`config.mk`:
```
export PLATFORM = sky130hd
export DESIGN_NAME = cpu2r6
export DESIGN_NICKNAME = d
export VERILOG_FILES = /design/src/rtl/cpu2r6.sv
export SDC_FILE = /design/constraint.sdc
export NUM_CORES = 2
export LEC_CHECK = 0
export CAP_MARGIN = 40
export CORE_AREA = 2 2 461 463
export DETAILED_ROUTE_END_ITERATION = 8
export DIE_AREA = 0 0 463 465
export SETUP_SLACK_MARGIN = 0.3
export SLEW_MARGIN = 15
export SYNTH_ARGS = -nofsm -noshare
export SYNTH_HDL_FRONTEND = slang
export SYNTH_SLANG_ARGS = --single-unit
```
`constraint.sdc`:
```
create_clock -name clk -period 60.3 [get_ports clk]
set_input_delay 12.06 -clock clk [delete_from_list [all_inputs] [get_ports clk]]
set_output_delay 12.06 -clock clk [all_outputs]
set_load 0.01 [all_outputs]
```
`src/rtl/cpu2r6.sv`:
```
// cpu2r6 - small multi-cycle 32-bit RISC core.
//   16 x 32-bit registers, fixed 32-bit instructions, one instruction in
//   flight. Instruction fetch and load/store use a 512-bit line bus; IN/OUT
//   use a separate 32-bit IO bus.
// Ports:
//   clk, rst                 clock, asynchronous active-high reset
//   busEnRead/busEnWrite     grants for the line bus strobes
//   busRead/busWrite         one-cycle line read / line write strobes
//   busAddr                  byte address, [5:2] selects the word in the line
//   busRdy/busInput          read completion and read line
//   busOutput                write line
//   ioBusAddr/Size/Out/Wr/Rd IO request, one-cycle strobes
//   ioBusIn/ioBusRdy         IO read data and completion
//   dummy                    current FSM state code

module cpu2r6_ram (
  input  logic        clk,
  input  logic        rst,
  input  logic        we,
  input  logic [3:0]  waddr,
  input  logic [31:0] wdata,
  input  logic [3:0]  raddr_a,
  input  logic [3:0]  raddr_b,
  output logic [31:0] rdata_a,
  output logic [31:0] rdata_b
);
  logic [31:0] regs [0:15];

  always_ff @(posedge clk or posedge rst) begin
    if (rst) begin
      for (int i = 0; i < 16; i++) regs[i] <= '0;
    end else if (we && waddr != 4'd0) begin
      regs[waddr] <= wdata;
    end
  end

  assign rdata_a = (raddr_a == 4'd0) ? 32'h0 : regs[raddr_a];
  assign rdata_b = (raddr_b == 4'd0) ? 32'h0 : regs[raddr_b];
endmodule

// Register file wrapper: two read ports, one write port, r0 hardwired to 0.
module cpu2r6_regfile (
  input  logic        clk,
  input  logic        rst,
  input  logic        we,
  input  logic [3:0]  waddr,
  input  logic [31:0] wdata,
  input  logic [3:0]  raddr_a,
  input  logic [3:0]  raddr_b,
  output logic [31:0] rdata_a,
  output logic [31:0] rdata_b
);
  cpu2r6_ram ram0 (
    .clk(clk), .rst(rst), .we(we), .waddr(waddr), .wdata(wdata),
    .raddr_a(raddr_a), .raddr_b(raddr_b), .rdata_a(rdata_a), .rdata_b(rdata_b)
  );
endmodule

module cpu2r6 #(
  parameter logic [31:0] RESET_PC = 32'h0000_0000
) (
  input  logic         clk,
  input  logic         rst,
  input  logic         busEnRead,
  input  logic         busEnWrite,
  input  logic         busRdy,
  output logic         busRead,
  output logic         busWrite,
  output logic [31:0]  busAddr,
  input  logic [511:0] busInput,
  output logic [511:0] busOutput,
  output logic [31:0]  ioBusAddr,
  output logic [1:0]   ioBusSize,
  output logic [31:0]  ioBusOut,
  input  logic [31:0]  ioBusIn,
  input  logic         ioBusRdy,
  output logic         ioBusWr,
  output logic         ioBusRd,
  output logic [3:0]   dummy
);
  typedef enum logic [3:0] {
    S_FETCH  = 4'd0,
    S_FWAIT  = 4'd1,
    S_EXEC   = 4'd2,
    S_MREQ   = 4'd3,
    S_MWAIT  = 4'd4,
    S_MWR    = 4'd5,
    S_IOWAIT = 4'd6
  } state_t;

  localparam logic [3:0] OP_ADD = 4'h0, OP_SUB = 4'h1, OP_AND = 4'h2,
                         OP_OR  = 4'h3, OP_XOR = 4'h4, OP_SHL = 4'h5,
                         OP_SHR = 4'h6, OP_ADDI = 4'h7, OP_LUI = 4'h8,
                         OP_LW  = 4'h9, OP_SW  = 4'hA, OP_BEQ = 4'hB,
                         OP_BNE = 4'hC, OP_JAL = 4'hD, OP_IN  = 4'hE,
                         OP_OUT = 4'hF;

  state_t         state_q, state_d;
  logic [31:0]    pc_q, pc_d;
  logic [31:0]    ir_q, ir_d;
  logic           bus_read_q, bus_read_d;
  logic           bus_write_q, bus_write_d;
  logic [31:0]    bus_addr_q, bus_addr_d;
  logic [511:0]   bus_output_q, bus_output_d;
  logic [31:0]    io_addr_q, io_addr_d;
  logic [1:0]     io_size_q, io_size_d;
  logic [31:0]    io_out_q, io_out_d;
  logic           io_wr_q, io_wr_d;
  logic           io_rd_q, io_rd_d;

  logic [3:0]  op, rd, rs, rt;
  logic [15:0] imm;
  logic [31:0] simm;
  logic [31:0] rs_val, rb_val, eff_addr, alu_res, pc_inc;
  logic [3:0]  raddr_b;
  logic        rf_we;
  logic [31:0] rf_wdata;

  assign op   = ir_q[31:28];
  assign rd   = ir_q[27:24];
  assign rs   = ir_q[23:20];
  assign rt   = ir_q[19:16];
  assign imm  = ir_q[15:0];
  assign simm = {{16{imm[15]}}, imm};

  // Port B reads rt for register-register ALU ops, otherwise rd (store
  // data, branch compare, OUT data).
  assign raddr_b  = (op <= OP_SHR) ? rt : rd;
  assign eff_addr = rs_val + simm;
  assign pc_inc   = pc_q + 32'd4;

  cpu2r6_regfile regf0 (
    .clk(clk), .rst(rst), .we(rf_we), .waddr(rd), .wdata(rf_wdata),
    .raddr_a(rs), .raddr_b(raddr_b), .rdata_a(rs_val), .rdata_b(rb_val)
  );

  always_comb begin
    alu_res = 32'h0;
    case (op)
      OP_ADD:  alu_res = rs_val + rb_val;
      OP_SUB:  alu_res = rs_val - rb_val;
      OP_AND:  alu_res = rs_val & rb_val;
      OP_OR:   alu_res = rs_val | rb_val;
      OP_XOR:  alu_res = rs_val ^ rb_val;
      OP_SHL:  alu_res = rs_val << rb_val[4:0];
      OP_SHR:  alu_res = rs_val >> rb_val[4:0];
      OP_ADDI: alu_res = eff_addr;
      OP_LUI:  alu_res = {imm, 16'h0};
      default: alu_res = 32'h0;
    endcase
  end

  always_comb begin
    state_d      = state_q;
    pc_d         = pc_q;
    ir_d         = ir_q;
    bus_read_d   = 1'b0;
    bus_write_d  = 1'b0;
    bus_addr_d   = bus_addr_q;
    bus_output_d = bus_output_q;
    io_addr_d    = io_addr_q;
    io_size_d    = io_size_q;
    io_out_d     = io_out_q;
    io_wr_d      = 1'b0;
    io_rd_d      = 1'b0;
    rf_we        = 1'b0;
    rf_wdata     = alu_res;
    case (state_q)
      S_FETCH: if (busEnRead) begin
        bus_read_d = 1'b1;
        bus_addr_d = pc_q;
        state_d    = S_FWAIT;
      end
      S_FWAIT: if (busRdy) begin
        ir_d    = busInput[{pc_q[5:2], 5'b0} +: 32];
        state_d = S_EXEC;
      end
      S_EXEC: begin
        state_d = S_FETCH;
        pc_d    = pc_inc;
        case (op)
          OP_LW, OP_SW: begin
            pc_d    = pc_q;
            state_d = S_MREQ;
          end
          OP_BEQ: if (rb_val == rs_val) pc_d = pc_inc + (simm << 2);
          OP_BNE: if (rb_val != rs_val) pc_d = pc_inc + (simm << 2);
          OP_JAL: begin
            rf_we    = 1'b1;
            rf_wdata = pc_inc;
            pc_d     = eff_addr;
          end
          OP_IN: begin
            pc_d      = pc_q;
            io_rd_d   = 1'b1;
            io_addr_d = eff_addr;
            io_size_d = 2'd2;
            state_d   = S_IOWAIT;
          end
          OP_OUT: begin
            pc_d      = pc_q;
            io_wr_d   = 1'b1;
            io_addr_d = eff_addr;
            io_out_d  = rb_val;
            io_size_d = rt[1:0];
            state_d   = S_IOWAIT;
          end
          default: rf_we = 1'b1;
        endcase
      end
      S_MREQ: if (busEnRead) begin
        bus_read_d = 1'b1;
        bus_addr_d = eff_addr;
        state_d    = S_MWAIT;
      end
      S_MWAIT: if (busRdy) begin
        if (op == OP_LW) begin
          rf_we    = 1'b1;
          rf_wdata = busInput[{bus_addr_q[5:2], 5'b0} +: 32];
          pc_d     = pc_inc;
          state_d  = S_FETCH;
        end else begin
          // Read-modify-write of the whole line: only the addressed word
          // changes, the rest is written back as read.
          bus_output_d = busInput;
          bus_output_d[{bus_addr_q[5:2], 5'b0} +: 32] = rb_val;
          state_d = S_MWR;
        end
      end
      S_MWR: if (busEnWrite) begin
        bus_write_d = 1'b1;
        pc_d        = pc_inc;
        state_d     = S_FETCH;
      end
      S_IOWAIT: if (ioBusRdy) begin
        if (op == OP_IN) begin
          rf_we    = 1'b1;
          rf_wdata = ioBusIn;
        end
        pc_d    = pc_inc;
        state_d = S_FETCH;
      end
      default: state_d = S_FETCH;
    endcase
  end

  always_ff @(posedge clk or posedge rst) begin
    if (rst) begin
      state_q      <= S_FETCH;
      pc_q         <= RESET_PC;
      ir_q         <= '0;
      bus_read_q   <= 1'b0;
      bus_write_q  <= 1'b0;
      bus_addr_q   <= '0;
      bus_output_q <= '0;
      io_addr_q    <= '0;
      io_size_q    <= 2'd2;
      io_out_q     <= '0;
      io_wr_q      <= 1'b0;
      io_rd_q      <= 1'b0;
    end else begin
      state_q      <= state_d;
      pc_q         <= pc_d;
      ir_q         <= ir_d;
      bus_read_q   <= bus_read_d;
      bus_write_q  <= bus_write_d;
      bus_addr_q   <= bus_addr_d;
      bus_output_q <= bus_output_d;
      io_addr_q    <= io_addr_d;
      io_size_q    <= io_size_d;
      io_out_q     <= io_out_d;
      io_wr_q      <= io_wr_d;
      io_rd_q      <= io_rd_d;
    end
  end

  assign busRead   = bus_read_q;
  assign busWrite  = bus_write_q;
  assign busAddr   = bus_addr_q;
  assign busOutput = bus_output_q;
  assign ioBusAddr = io_addr_q;
  assign ioBusSize = io_size_q;
  assign ioBusOut  = io_out_q;
  assign ioBusWr   = io_wr_q;
  assign ioBusRd   = io_rd_q;
  assign dummy     = state_q;
endmodule

```
# Word level (Yosys, flattened, before mapping)
# Index checks and enable logic that the tools add are counted.
[word_totals]
register_bits = 1194
in_bits = 550
wordCells = 160
output_inout_bits = 618
[classes]
magnitude_cmp = 5
eq_ne = 31
n_addsub = 6
mux = 54
shift = 6
n_reduce_logical = 23
n_bitwise = 7
[op_table]
columns = ["op", "n"]
rows = [
  ["512-bit bitwise mux", 2],
  ["512-bit by 10-bit indexed part select with 32-bit output", 2],
  ["32-bit two-way mux", 20],
  ["32-bit by 11-bit variable shift with 512-bit output (first input constant)", 1],
  ["32-bit by 11-bit indexed part select with 512-bit output", 1],
  ["32-bit one-hot mux with 9 select lines", 1],
  ["32-bit binary-select mux with 4-bit select", 2],
  ["32-bit one-hot mux with 4 select lines", 2],
  ["32-bit demux with 4-bit select", 1],
  ["32-bit adder", 3],
  ["32-bit one-hot mux with 3 select lines", 1],
  ["32-bit one-hot mux with 2 select lines", 1],
  ["32-bit by 3-bit adder with 32-bit output (second input constant)", 1],
  ["32-bit bitwise AND", 1],
  ["32-bit equality test", 1],
  ["4-bit equality test (second input constant)", 8],
  ["32-bit != test", 1],
  ["32-bit OR", 1],
  ["32-bit by 5-bit left shift with 32-bit output", 1],
  ["32-bit by 5-bit >> shifter with 32-bit output", 1],
  ["32-bit subtractor", 1],
  ["32-bit XOR", 1],
  ["4-bit by 3-bit equality test with 1-bit output (second input constant)", 7],
  ["4-bit two-way mux", 7],
  ["other kinds (25)", 64],
]

# Longest topological paths before layout
[logic_depth]
ltp_word = 13
ltp_mapped = 31

# Modules after synthesis
# Synthesis repeated with hierarchy kept, for this count alone.
[unflattened]
cells_unflattened = 7807
hier_area_um2 = 77050.1
[by_module_without_submodules]
columns = ["module", "n_inst", "area_per_inst_um2", "cells_per_inst"]
rows = [
  ["cpu2r6", 1, 51849.7, 5986],
  ["cpu2r6_ram", 1, 25200.4, 1821],
]

# Least setup slack after synthesis
# No wires, ideal clock.
[synth_timing]
kind = "input to register"
startpoint = "input port ioBusRdy"
endpoint = "register regf0.ram0.regs[448] in the netlist's numbering"
path_stages = 6
arrival_ns = 14.668
setup_slack_ns = 45.507
required_ns = 60.175
n_path_buf = 1
cell_sequence = "nand2_1 nor4_1 a211oi_1 nor4_1 clkbuf_1 mux2_2"
[synth_between]
elab_chain_len = 3
word_cells_on_any_way = 6
classes_between = "mux (5); reduce/logical (1)"
[synth_rtl]
columns = ["item", "line", "text"]
rows = [
  ["start, declared", "76", "input logic ioBusRdy,"],
  ["32-bit two-way mux or 1-bit two-way mux (tied branches)", "235", "S_IOWAIT: if (ioBusRdy) begin"],
  ["32-bit one-hot mux with 3 select lines or 1-bit one-hot mux with 3 select lines (tied branches)", "168", "case (state_q)"],
  ["512-bit bitwise mux or 1-bit logical AND (tied branches)", "33, 32", ""],
  ["end signal, assigned by index", "33", "regs[waddr] <= wdata;"],
  ["end, declared", "27", "logic [31:0] regs [0:15];"],
]
# Parallel ways exist; a longest one is shown, timed or not.
# A chain may end at the register's enable or synchronous reset.

# Worst setup path in the final report
[layout_timing]
startpoint = "input port busInput[223]"
endpoint = "register regf0.ram0.regs[159] in the netlist's numbering"
[layout_between]
elab_chain_len = 5
[layout_rtl]
columns = ["item", "line", "text"]
rows = [
  ["start, declared", "70", "input logic [511:0] busInput,"],
  ["512-bit by 10-bit indexed part select with 32-bit output", "219", "rf_wdata = busInput[{bus_addr_q[5:2], 5'b0} +: 32];"],
  ["32-bit two-way mux", "217", "if (op == OP_LW) begin"],
  ["32-bit two-way mux", "216", "S_MWAIT: if (busRdy) begin"],
  ["32-bit one-hot mux with 3 select lines", "168", ""],
  ["512-bit bitwise mux", "33", ""],
]
# Every way passes these cells.

==> results.cfg <==
[finish]
final_net_count = 10300
areaGrowthSynthToFinish_pct = 27.3
layout-drive-gt1-share_pct = 15.3

[synthesis]
synth_enable_flop_cells = 0
ys_types = 116
mappedNetlistArea_sq_um = 77600
yosys_register_bits = 1189
netlist_instances = 8618
synth_fp_nets = 9333
synth-main-ff-cell = sky130_fd_sc_hd__dfrtp_1
synth_top_area_share_pct = 38.3
synth.cells.most_frequent = sky130_fd_sc_hd__nand2_1, sky130_fd_sc_hd__dfrtp_1, sky130_fd_sc_hd__a21oi_1
yosysTopAreaCell = sky130_fd_sc_hd__dfrtp_1
synth_sequential_area_ratio_pct = 38.4
post_synthesis_average_cell_area_sq_um = 9.00
synth_async_sr_flop_share_pct = 100
synth_warn = 0
synth.area.top_cells = sky130_fd_sc_hd__dfrtp_1, sky130_fd_sc_hd__mux4_2, sky130_fd_sc_hd__nand2_1
synthMostInstantiatedCell = sky130_fd_sc_hd__nand2_1

[sta]
post-route-min-period_ns = 16.19
grt_setup_unrepaired = false
max_freq_mhz = 61.7
final_setup_violation_count = 0
fin_crit_sh_pct = 26.9
fin_setup_tns_ns = 0
fin_skew_ns = 0.0608
max_slew_violations = 0
final_hold_viol_count = 0
worst_pin_slew_ns = 1.21
max_slew_margin_pct = 19.0

[setup_path]
reg2reg_depth = 22
timing.critical_path.required_ns = 61.00
setup.worst_path.start_class = primary input
timing.critical_path.fanout_max = 15
setup.worst_path.end_class = register
critical_path_type = primary input to register
cp.arrival_ns = 16.89

[drt]
drc_errors = 0
num_vias = 82100
dr.pass1.iters = 8
viasPerCell = 6.54
route.final.wire_length_um = 533000
count_of_routing_violations_after_the_opening_detailed_route_iteration = 13200
ant_nets = 0
route.detailed.wl_per_inst_um = 42.5

[placed_design]
routabilityCongestion = 1.15
placement.io_buffers = 1166
dp_hpwl_um = 422000

[clock_tree]
clock_tree.htree_level_count = 4
cts.root.buffer_cell = sky130_fd_sc_hd__clkbuf_16
cts_buffers = 142
cts_buffer_depth = 3
hold_buffer_count_at_cts = 0
clk_latency_worst_skew_pair_ns = 0.85
cts_num_sinks = 1189
cts_repair_resize_count = 0
clock_tree_from_tritoncts = done
cts_setup_buffers = 0
cts.reportedPaths.clkPinSlew_ns = 0.06

[global_route]
grt_start_max_net_pins = 265
antenna_found_initial = 158
wire_length_of_the_first_global_routing_pass_um = 697000
globalRouteOverflowTotal = 0
first_global_vias = 75000
grt_util_all_layers_pct = 47.9

[die]
die_width_um = 463
top_level_ports = 1168
rows = 169
die_span_y_um = 465
floorplan.initialDensity_pct = 36.8
die-area_sq_um = 215000
floorplan.core_area_sq_um = 211000

[outcome]
status = completed

[worst_hold_path]
min_path_cells = 0
holdCritPathClass = register to register

[run]
drv.max_cap_violation_count = 0
[logic make-up after synthesis]
family | share of synthesized area (%)
AOI/OAI and AO/OA | 19.1
xor gates and xnor gates | 1.11
adders and majority gates | 2.70
buffers and inverters | 4.68
DFF | 38.4
muxes | 18.3
other | 0.00483
and+or+nand+nor | 15.7
[worst max-delay path: stages]
cell and delay, ns:
sky130_fd_sc_hd__clkdlybuf4s50_1 0.66, sky130_fd_sc_hd__mux4_2 0.56, sky130_fd_sc_hd__mux4_2 0.67, sky130_fd_sc_hd__a221oi_1 0.55, sky130_fd_sc_hd__o221ai_1 0.29, sky130_fd_sc_hd__a21oi_1 0.22
sky130_fd_sc_hd__o221ai_1 0.14, sky130_fd_sc_hd__nor4_1 0.40, sky130_fd_sc_hd__clkdlybuf4s18_2 0.33, sky130_fd_sc_hd__o2111ai_1 0.37, sky130_fd_sc_hd__buf_4 0.34, sky130_fd_sc_hd__mux2_2 0.28
[final timing paths]
check / startpoint / to / slack (ns)
min in group asynchronous: rst / ioBusOut[20]$_DFFE_PP0P_ / 11.51
worst max-delay path: busInput[223] / regf0.ram0.regs[159]$_DFFE_PP0P_ / 44.11
max in group asynchronous: rst / busOutput[197]$_DFFE_PP0P_ / 44.39
worst max register to register: ir_q[30]$_DFFE_PP0P_ / regf0.ram0.regs[219]$_DFFE_PP0P_ / 50.33
worst min-delay path: regf0.ram0.regs[506]$_DFFE_PP0P_ / regf0.ram0.regs[506]$_DFFE_PP0P_ / 0.37
worst min register to register: regf0.ram0.regs[506]$_DFFE_PP0P_ / regf0.ram0.regs[506]$_DFFE_PP0P_ / 0.37
[flip-flops by register name, indices dropped and copies added (netlist names)]
name / count
busOutput: 512
regf0.ram0.regs: 508
busAddr: 32
ioBusAddr: 32
ioBusOut: 32
ir_q: 32
pc_q: 32
dummy: 3
ioBusSize: 2
busRead: 1
busWrite: 1
ioBusRd: 1
ioBusWr: 1
[area by class of cell]
| cell class | instances | area (sq um) |
|---|---|---|
| fill | 20300 | 112000 |
| multi-input combinational | 6535 | 44900 |
| sequential | 1189 | 29800 |
| timing repair buffer | 1529 | 15000 |
| clock buffer | 202 | 4050 |
| tap | 2821 | 3530 |
| clock inverter | 54 | 694 |
| inverter | 141 | 541 |
| antenna | 84 | 210 |
[per-layer routing]
metal	track usage, %	vias to the layer above	part of all wire, %
met4	37.9	88	9.6
met5	0.527	-	0.12
li1	-	33000	-
met3	18.7	1389	13
met1	60.0	41400	37
met2	65.4	6226	40
[stage by stage]
step | util, % | hold slack (ns) | setup slack [ns] | area (sq um) | instances
floorplan | - | 0.425 | 14.75 | 77600 | 8618
global placement | 43.9 | 0.360 | 42.81 | 92400 | 12100
detailed placement | 44.3 | 0.363 | 43.26 | 93500 | 12200
CTS | 46.6 | 0.376 | 44.12 | 98200 | 12400
global route | 46.8 | 0.382 | 43.86 | 98700 | 12500
finish | 46.9 | 0.373 | 44.11 | 98800 | 12600
[cell usage in the layout (no fill, tap or decap), drive strengths merged, types with 21 or more instances in the layout]
cell              n
dfrtp          1188
a21o             51
a221o            30
a31oi            43
clkinv           38
nand3           218
o22ai            72
nor4             28
nor2b            21
a21oi          1007
nor2            964
buf             359
clkbuf          203
a211o            38
diode            84
mux2i           145
o21bai           25
xor2             37
a211oi           54
nand2          1413
xnor2            61
ha              161
nand4            30
nand2b           39
o31ai            25
a22oi            25
clkdlybuf4s50  1166
mux4            443
o21ai           795
inv             142
and3             47
nor3            108
a221oi           47
o311ai           25
mux2            246
o221ai           31
o211ai           53
Power is not shown: default switching activity piles up to over one toggle a cycle in this logic, so the estimate is an artifact.
